--- config.mk ---
export PLATFORM = sky130hd
export DESIGN_NAME = mem_access_stage
export DESIGN_NICKNAME = d
export VERILOG_FILES = /design/src/rtl/mem_pkg.sv /design/src/rtl/ls_align.sv /design/src/rtl/mem_access_stage.sv
export SDC_FILE = /design/constraint.sdc
export NUM_CORES = 1
export LEC_CHECK = 0
export ABC_AREA = 1
export CORE_MARGIN = 5
export CORE_UTILIZATION = 40
export DETAILED_ROUTE_END_ITERATION = 7
export PLACE_DENSITY = 0.84
export SLEW_MARGIN = 20
export SYNTH_ARGS = -nofsm -noshare
export SYNTH_HDL_FRONTEND = slang
export SYNTH_SLANG_ARGS = --single-unit
export TNS_END_PERCENT = 50
--- constraint.sdc ---
create_clock -name clk -period 3.2 [get_ports clk]
set_input_delay 0.96 -clock clk [delete_from_list [all_inputs] [get_ports clk]]
set_output_delay 0.96 -clock clk [all_outputs]
set_load 0.02 [all_outputs]
--- src/rtl/mem_pkg.sv ---
// Shared definitions for the memory-access stage: one-hot control bit
// positions and the transaction FSM state type.
package mem_pkg;

  // EX_MEM_loadcntrl is one-hot {LHU,LBU,LW,LH,LB}
  localparam int LD_LB  = 0;
  localparam int LD_LH  = 1;
  localparam int LD_LW  = 2;
  localparam int LD_LBU = 3;
  localparam int LD_LHU = 4;

  // EX_MEM_storecntrl is one-hot {SW,SH,SB}
  localparam int ST_SB = 0;
  localparam int ST_SH = 1;
  localparam int ST_SW = 2;

  typedef enum logic [1:0] {IDLE, BUSY, DONE} mem_state_t;

endpackage

--- src/rtl/ls_align.sv ---
// Byte-lane steering for stores (replicated data + byte enables) and lane
// selection with sign/zero extension for loads.
module ls_align
  import mem_pkg::*;
(
  input  logic [1:0]  addr_lo,
  input  logic [4:0]  loadcntrl,
  input  logic [2:0]  storecntrl,
  input  logic [31:0] rs2,
  input  logic [31:0] rdata,
  output logic [31:0] wdata,
  output logic [3:0]  be,
  output logic [31:0] load_val
);

  logic [7:0]  byte_sel;
  logic [15:0] half_sel;

  always_comb begin
    wdata = rs2;
    be    = 4'b1111;
    if (storecntrl[ST_SB]) begin
      wdata = {4{rs2[7:0]}};
      be    = 4'b0001 << addr_lo;
    end else if (storecntrl[ST_SH]) begin
      wdata = {2{rs2[15:0]}};
      be    = 4'b0011 << addr_lo;
    end else if (storecntrl[ST_SW]) begin
      wdata = rs2;
      be    = 4'b1111;
    end

    case (addr_lo)
      2'd0:    byte_sel = rdata[7:0];
      2'd1:    byte_sel = rdata[15:8];
      2'd2:    byte_sel = rdata[23:16];
      default: byte_sel = rdata[31:24];
    endcase
    half_sel = addr_lo[1] ? rdata[31:16] : rdata[15:0];

    load_val = rdata;
    if (loadcntrl[LD_LB])       load_val = {{24{byte_sel[7]}}, byte_sel};
    else if (loadcntrl[LD_LH])  load_val = {{16{half_sel[15]}}, half_sel};
    else if (loadcntrl[LD_LBU]) load_val = {24'b0, byte_sel};
    else if (loadcntrl[LD_LHU]) load_val = {16'b0, half_sel};
    else if (loadcntrl[LD_LW])  load_val = rdata;
  end

endmodule

--- src/rtl/mem_access_stage.sv ---
// MEM pipeline stage: drives a req/ack data-memory port, stalls upstream while
// a transaction is outstanding and registers the MEM_WB writeback result.
module mem_access_stage
  import mem_pkg::*;
#(
  parameter int TIMEOUT = 16
) (
  input  logic        clk,
  input  logic        Rst,
  input  logic        dbg,
  input  logic        EX_MEM_memread,
  input  logic        EX_MEM_memwrite,
  input  logic        EX_MEM_regwrite,
  input  logic [4:0]  EX_MEM_rd,
  input  logic [31:0] EX_MEM_alures,
  input  logic [31:0] EX_MEM_dout_rs2,
  input  logic [4:0]  EX_MEM_loadcntrl,
  input  logic [2:0]  EX_MEM_storecntrl,
  output logic        dmem_req,
  output logic        dmem_we,
  output logic [31:0] dmem_addr,
  output logic [31:0] dmem_wdata,
  output logic [3:0]  dmem_be,
  input  logic [31:0] dmem_rdata,
  input  logic        dmem_ack,
  output logic        mem_hold,
  output logic        MEM_WB_regwrite,
  output logic [4:0]  MEM_WB_rd,
  output logic [31:0] WB_res,
  output logic        misalign_exc,
  output logic        bus_err
);

  localparam int CNT_W = (TIMEOUT > 2) ? $clog2(TIMEOUT) : 1;
  localparam logic [CNT_W-1:0] CNT_LAST = CNT_W'(TIMEOUT - 1);

  mem_state_t       state;
  logic [CNT_W-1:0] cnt;
  logic [31:0]      rdata_q;
  logic             err_q;

  logic        access, is_load, misaligned, launch, update, in_done;
  logic [1:0]  addr_lo;
  logic [31:0] load_val;

  assign addr_lo = EX_MEM_alures[1:0];
  assign access  = EX_MEM_memread | EX_MEM_memwrite;
  assign is_load = EX_MEM_memread & ~EX_MEM_memwrite;
  assign in_done = (state == DONE);

  always_comb begin
    misaligned = 1'b0;
    if (EX_MEM_memwrite)
      misaligned = (EX_MEM_storecntrl[ST_SH] & addr_lo[0]) |
                   (EX_MEM_storecntrl[ST_SW] & (addr_lo != 2'b00));
    else if (EX_MEM_memread)
      misaligned = ((EX_MEM_loadcntrl[LD_LH] | EX_MEM_loadcntrl[LD_LHU]) & addr_lo[0]) |
                   (EX_MEM_loadcntrl[LD_LW] & (addr_lo != 2'b00));
  end

  // Request is raised combinationally in IDLE so the access costs only 3 cycles
  assign launch    = (state == IDLE) & access & ~misaligned & ~dbg & ~Rst;
  assign dmem_req  = launch | (state == BUSY);
  assign mem_hold  = dmem_req;
  assign dmem_we   = dmem_req & EX_MEM_memwrite;
  assign dmem_addr = {EX_MEM_alures[31:2], 2'b00};
  assign update    = ~dbg & ~mem_hold;

  ls_align u_align (
    .addr_lo    (addr_lo),
    .loadcntrl  (EX_MEM_loadcntrl),
    .storecntrl (EX_MEM_storecntrl),
    .rs2        (EX_MEM_dout_rs2),
    .rdata      (rdata_q),
    .wdata      (dmem_wdata),
    .be         (dmem_be),
    .load_val   (load_val)
  );

  // Transaction FSM; the launch cycle counts as cycle 0 of the timeout window
  always_ff @(posedge clk) begin
    if (Rst) begin
      state <= IDLE;
      cnt   <= '0;
      err_q <= 1'b0;
    end else begin
      case (state)
        IDLE: if (launch) begin
          state <= BUSY;
          cnt   <= CNT_W'(1);
          err_q <= 1'b0;
        end
        BUSY: if (dmem_ack) begin
          state <= DONE;
        end else if (cnt == CNT_LAST) begin
          state <= DONE;
          err_q <= 1'b1;
        end else begin
          cnt <= cnt + 1'b1;
        end
        DONE: if (!dbg) state <= IDLE;
        default: state <= IDLE;
      endcase
    end
  end

  always_ff @(posedge clk) begin
    if (state == BUSY && dmem_ack) rdata_q <= dmem_rdata;
  end

  // MEM_WB boundary
  always_ff @(posedge clk) begin
    if (Rst) begin
      MEM_WB_regwrite <= 1'b0;
      MEM_WB_rd       <= '0;
      WB_res          <= '0;
      misalign_exc    <= 1'b0;
      bus_err         <= 1'b0;
    end else begin
      misalign_exc <= 1'b0;
      bus_err      <= 1'b0;
      if (update) begin
        MEM_WB_rd       <= EX_MEM_rd;
        WB_res          <= (is_load & in_done) ? load_val : EX_MEM_alures;
        MEM_WB_regwrite <= EX_MEM_regwrite & ~misaligned & ~(in_done & err_q);
        misalign_exc    <= access & misaligned & ~in_done;
        bus_err         <= in_done & err_q;
      end
    end
  end

endmodule

==> flow_summary.yaml, run 1 <==
global_route:
  grt_util_all_layers: 0.221
  grt_max_degree: 34
  antenna_found_initial: 0
  grt_use_met1: 0.284
  grt_overflow: 0
  grt_pass1_wl_um: 25600
  use_met3: 0.0439
  grt_pass1_vias: 5016
  grt.busiest_layer: "met2"
  use_met2: 0.382
setup_path:
  worstPathMaxFanout: 4
  ff2ff_setup_slack_ns: 1.44
  critPathLaunch: "EX_MEM_loadcntrl[4]"
  rr_startpoint: "state[0]$_SDFFE_PP0P_"
  worst_setup_path_start_kind: "input port"
  criticalPathCategory: "in -> out"
  r2r_end: "WB_res[17]$_SDFFE_PP0P_"
  cp.required_ns: 2.24
  reg2reg_depth: 9
  endpoint_kind: "output port"
  crit_arrival_ns: 2.23
sta:
  grt_setup_unrepaired: "true"
  finClkSkew_ns: 0.0117
  slew_viol_final: 0
  finalCriticalPeriod_ns: 3.19
  tightestPinTransition_ns: 0.508
  hold_ws_ns: 0.468
  post-route-period-util: 0.996
  finalSetupViolCount: 0
  fmax_mhz: 314
  relSlewSlack: 0.660
  finalHoldViolCount: 0
hold_path:
  hold_path.startpoint: "err_q$_SDFFE_PP0P_"
  hold_end: "err_q$_SDFFE_PP0P_"
  min_path_cells: 2
  hold_path_class: "reg -> reg"
cells_and_area:
  drive_gt1_frac: 0.111
  n_antenna_cell: 0
  stdcell_count: 1034
  nets: 1007
  syn2layout_area_growth_pct: 54.1
routing:
  dr.pass1.iters: 5
  drtIter0Drc: 514
  vias: 5158
  vias_per_cell: 4.99
  totalWireLength_um: 16300
  ant_nets: 0
  route.detailed.drc: 0
  avgRoutedWirePerCell_um: 15.7
place:
  io_buffers: 224
  dp_hpwl_um: 12800
  dp_cells: 1014
  finalWeightedCongestion: 0.937
run:
  drv_cap: 0
floorplanning:
  die_w_um: 119
  placementRows: 39
  fp.dieH_um: 119
  ioPinCount: 227
  dieArea_um2: 14100
  core_area_um2: 11500
  initial_utilization: 0.411
clocking:
  cts_root_buffer: "clkbuf_16"
  hold_buffers: 0
  path_clk_slew_ns: 0.07
  clkSinkCount: 79
  cts.path.max_buffers: 2
  cts_tree: "done"
  numCtsBuffers: 9
  htreeDepth: 3
  clock_latency_ns: 0.33
synth:
  syn_inst: 679
  synth_warnings: 0
  synth-seq-cells: 79
  syn_avg_cell_area_um2: 6.94
  ys_types: 28
  ys_seq_area_frac: 0.403
  syn_area_um2: 4710
power:
  p_leak_nw: 3.21
  power_density_nw_per_um2: 413
  ir_drop_v: 0.000254
run_status:
  outcome: "complete, no violations"
through the flow:
| step | util | worst slack, ns | setup TNS, ns | total power, mW | cell area [um^2] |
|---|---|---|---|---|---|
| finish | 0.634 | 0.0142 | 0 | 3.00 | 7270 |
| global route | 0.634 | -0.0957 | -0.137 | 3.13 | 7270 |
| floorplan | - | 0.0404 | 0 | 1.55 | 4720 |
| global placement | 0.608 | -0.635 | -9.37 | 1.95 | 6970 |
| CTS | 0.635 | -0.0135 | -0.0135 | 3.02 | 7290 |
| detailed placement | 0.608 | -0.664 | -9.67 | 1.96 | 6970 |
power breakdown:
part,internal [mW],switching [mW]
registers,1.10,0.0260
clock network,0.623,0.452
logic,0.382,0.418
critical path, stage by stage:
cell and delay (ns):
clkdlybuf4s50_1 0.46, o21ai_2 0.17, nand2_2 0.09, nand2_2 0.08, nand3_2 0.10, nand2_4 0.09
inv_2 0.04, nor2_1 0.08, buf_4 0.14
sequential cells by signal (all words and copies together) (netlist names):
name and flops:
state 2, cnt 4, err_q 1, WB_res 32, rdata_q 32, MEM_WB_rd 5
MEM_WB_regwrite 1, bus_err 1, misalign_exc 1
cells in the mapped netlist, drive strengths merged:
| library cell | number | share of area |
|---|---|---|
| conb | 1 | 0.00080 |
| ha | 5 | 0.013 |
| nor2 | 97 | 0.080 |
| nand3 | 24 | 0.027 |
| a21oi | 51 | 0.054 |
| nand3b | 1 | 0.0016 |
| edfxtp | 32 | 0.20 |
| o21ai | 100 | 0.11 |
| and3 | 1 | 0.0013 |
| dfxtp | 47 | 0.20 |
| nor3 | 2 | 0.0032 |
| xor2 | 1 | 0.0019 |
| nand2 | 177 | 0.14 |
| or2 | 2 | 0.0027 |
| inv | 55 | 0.044 |
| clkbuf | 14 | 0.011 |
| o211ai | 9 | 0.014 |
| buf | 60 | 0.091 |
worst max-delay path by stage:
| stage | to | slack [ns] | depth (start not counted) |
|---|---|---|---|
| after detailed placement | dmem_we | -0.66 | 12 |
| after floorplan | dmem_we | 0.04 | 11 |
| after global routing | dmem_we | -0.1 | 12 |
| final | dmem_we | 0.01 | 9 |
| after CTS | dmem_we | -0.01 | 9 |
| after global placement | dmem_we | -0.64 | 12 |
logic make-up after synthesis:
logic type | after synthesis | synth area share
simple gates | 304 | 0.259
compound gates | 160 | 0.175
buf+inv | 129 | 0.146
flops | 79 | 0.403
fa+ha+maj | 5 | 0.0133
xor+xnor | 1 | 0.00186
other cells | 1 | 0.000795
per-layer routing:
metal  share of wire  vias to the layer above
met5               0                        -
met4           0.011                        0
met3           0.065                       17
met2            0.50                      220
met1            0.43                     2349
li1                -                     2572
layout by cell type (no fill, tap or decap), drive strengths merged:
cell and count:
o211ai 9, xor2 1, nor2 97, and3 1, inv 60, buf 50, conb 2, clkbuf 19
nand3 24, clkdlybuf4s50 188, o21ai 100, nand3b 1, dlymetal6s2s 3, clkdlybuf4s15 7, dlygate4sd2 11, a21oi 51
nand2 177, edfxtp 32, clkinv 1, dfxtp 47, or2 2, bufinv 1, ha 5, nor3 2
area by class of cell:
class / instances / area [um^2]
multi-input combinational: 472 / 2160
sequential: 79 / 1900
timing repair buffer: 269 / 2510
clock buffer: 9 / 225
inverter: 55 / 206
clock inverter: 7 / 85.1
fill: 1002 / 4200
tap: 143 / 179
timing repair:
action,CTS,global route
cloned,0,0
pin swaps,4,3
endpoints found under the hold margin,0,0
gates resized for setup,59,31
setup endpoints to repair,31,28
buffers inserted,3,1
Power figures use the tool's default switching activity.
==> inputs of run 2 (changes only) <==
Settings changed: SETUP_SLACK_MARGIN set to 0.05.
==> flow_summary.yaml, run 2 (same netlist as run 1, synthesis figures left out) <==
setup_path:
  cp.required_ns: 2.24
  worst_setup_path_start_kind: "input port"
  cp_slowest_stage_delay_ns: 0.59
  timing.critical_path.mode_cell: "clkdlybuf4s50_1"
  crit_arrival_ns: 2.14
  worstPathMaxFanout: 2
  endpoint_kind: "output port"
  cp_slowest_cell: "clkdlybuf4s50_1"
  criticalPathCategory: "in -> out"
  reg2reg_depth: 8
  critical_path.cell_chain: "clkdlybuf4s50_1, buf_4, clkdlybuf4s50_1"
sta:
  finalHoldViolCount: 0
  final.setup.tns_ns: 0
  grt_setup_unrepaired: "false"
  finClkSkew_ns: 0.00619
  post-route-period-util: 0.968
  tightestPinTransition_ns: 0.571
  fmax_mhz: 323
  finalCriticalPeriod_ns: 3.10
  finalSetupViolCount: 0
  relSlewSlack: 0.619
  slew_viol_final: 0
  hold_ws_ns: 0.471
cells_and_area:
  nets: 999
  fill_cells: 1037
  drive_gt1_frac: 0.104
  stdcell_count: 1026
  layout_commonest_cell: "clkdlybuf4s50_1"
  reg_top3: "WB_res x32, rdata_q x32, MEM_WB_rd x5"
  most-common-layout-cells: "clkdlybuf4s50_1, nand2_1, nor2_1, o21ai_0, a21oi_1"
  syn2layout_area_growth_pct: 54.8
  post-route-util: 0.636
  n_antenna_cell: 0
routing:
  route.detailed.drc: 0
  ant_nets: 0
  drtIter0Drc: 601
  vias: 5218
  vias_per_cell: 5.09
  avgRoutedWirePerCell_um: 15.6
  dr.pass1.iters: 6
  totalWireLength_um: 16000
clocking:
  clkSinkCount: 79
  hold_buffers: 0
  cts_tree: "done"
  cts.path.max_buffers: 2
  htreeDepth: 3
  path_clk_slew_ns: 0.06
  clock_latency_ns: 0.33
  numCtsBuffers: 9
  cts_root_buffer: "clkbuf_16"
  post_cts_buffers: 0
power:
  seq_power_share: 0.389
  p_sw_mw: 0.841
  swShare: 0.291
  p_leak_nw: 3.21
  power_density_nw_per_um2: 397
  p_int_mw: 2.05
  ir_drop_v: 0.000389
  power_frac_clock: 0.332
  combPwrFrac: 0.279
hold_path:
  min_path_cells: 2
  hold_path_class: "reg -> reg"
place:
  io_buffers: 224
  dp_cells: 1010
  finalWeightedCongestion: 0.948
  dp_hpwl_um: 12700
global_route:
  grt_util_all_layers: 0.219
  grt_use_met1: 0.276
  grt_max_degree: 39
  grt.busiest_layer: "met2"
  grt_pass1_vias: 4981
  antenna_found_initial: 0
  grt_overflow: 0
  use_met2: 0.370
  grt_pass1_wl_um: 25300
  use_met3: 0.0544
run_status:
  outcome: "complete, no violations"
floorplanning:
  core_area_um2: 11500
  die_w_um: 119
  placementRows: 39
  dieArea_um2: 14100
  ioPinCount: 227
  fp.dieH_um: 119
  initial_utilization: 0.411
run:
  drv_cap: 0
==> run 2: per-stage QoR <==
| stage | power (mW) | cell area [um^2] | worst slack, ns |
|---|---|---|---|
| 2_1_floorplan | 1.55 | 4720 | 0.127 |
| 3_3_place_gp | 1.95 | 6980 | -0.604 |
| 4_1_cts | 2.91 | 7260 | 0.0205 |
| 3_5_place_dp | 1.96 | 6980 | -0.647 |
| 5_1_grt | 3.03 | 7300 | 0.0550 |
| 6_report | 2.89 | 7300 | 0.103 |
==> run 2: power by group through the flow <==
stage | Clock, mW | Combinational (mW) | Sequential [mW]
4_1_cts | 0.985 | 0.803 | 1.13
3_5_place_dp | 0 | 0.818 | 1.15
2_1_floorplan | 0 | 0.357 | 1.20
3_3_place_gp | 0 | 0.808 | 1.14
6_report | 0.961 | 0.807 | 1.13
5_1_grt | 1.03 | 0.867 | 1.13
==> run 2: final cells by class <==
| cell class | count | area [um^2] | area share |
|---|---|---|---|
| sequential | 79 | 1900 | 0.261 |
| multi-input combinational | 472 | 2190 | 0.301 |
| clock inverter | 5 | 32.5 | 0.00446 |
| tap | 143 | 179 | 0.0245 |
| timing repair buffer | 261 | 2530 | 0.347 |
| clock buffer | 11 | 253 | 0.0346 |
| inverter | 55 | 206 | 0.0283 |
==> run 2: path summary, 6_finish.rpt <==
path / end / slack (ns) / start
hold / removal: err_q$_SDFFE_PP0P_ / 0.47 / err_q$_SDFFE_PP0P_
hold reg to reg: err_q$_SDFFE_PP0P_ / 0.47 / err_q$_SDFFE_PP0P_
setup / recovery: dmem_wdata[0] / 0.10 / EX_MEM_dout_rs2[0]
setup reg to reg: WB_res[15]$_SDFFE_PP0P_ / 1.62 / rdata_q[31]$_DFFE_PP_
==> run 2: worst max-delay path: cells and delay by family <==
family,cells,cell delay [ns]
buf+inv,3,1.18
==> run 2: timing repair <==
| action | 4_1_cts | 5_1_grt |
|---|---|---|
| pin swaps | 3 | 9 |
| resized for setup | 71 | 14 |
| setup endpoints to repair | 31 | 3 |
==> run 2: per-layer routing <==
layer  part of all wire  up-vias
li1                   -     2566
met4              0.022        0
met1               0.40     2303
met5                  0        -
met3              0.088       35
met2               0.49      314
==> inputs of run 3 (changes only) <==
Settings changed: HOLD_SLACK_MARGIN set to 0.06.
==> results of run 3 <==
No change in the layout: final DEF, timing and power equal those of run 2.
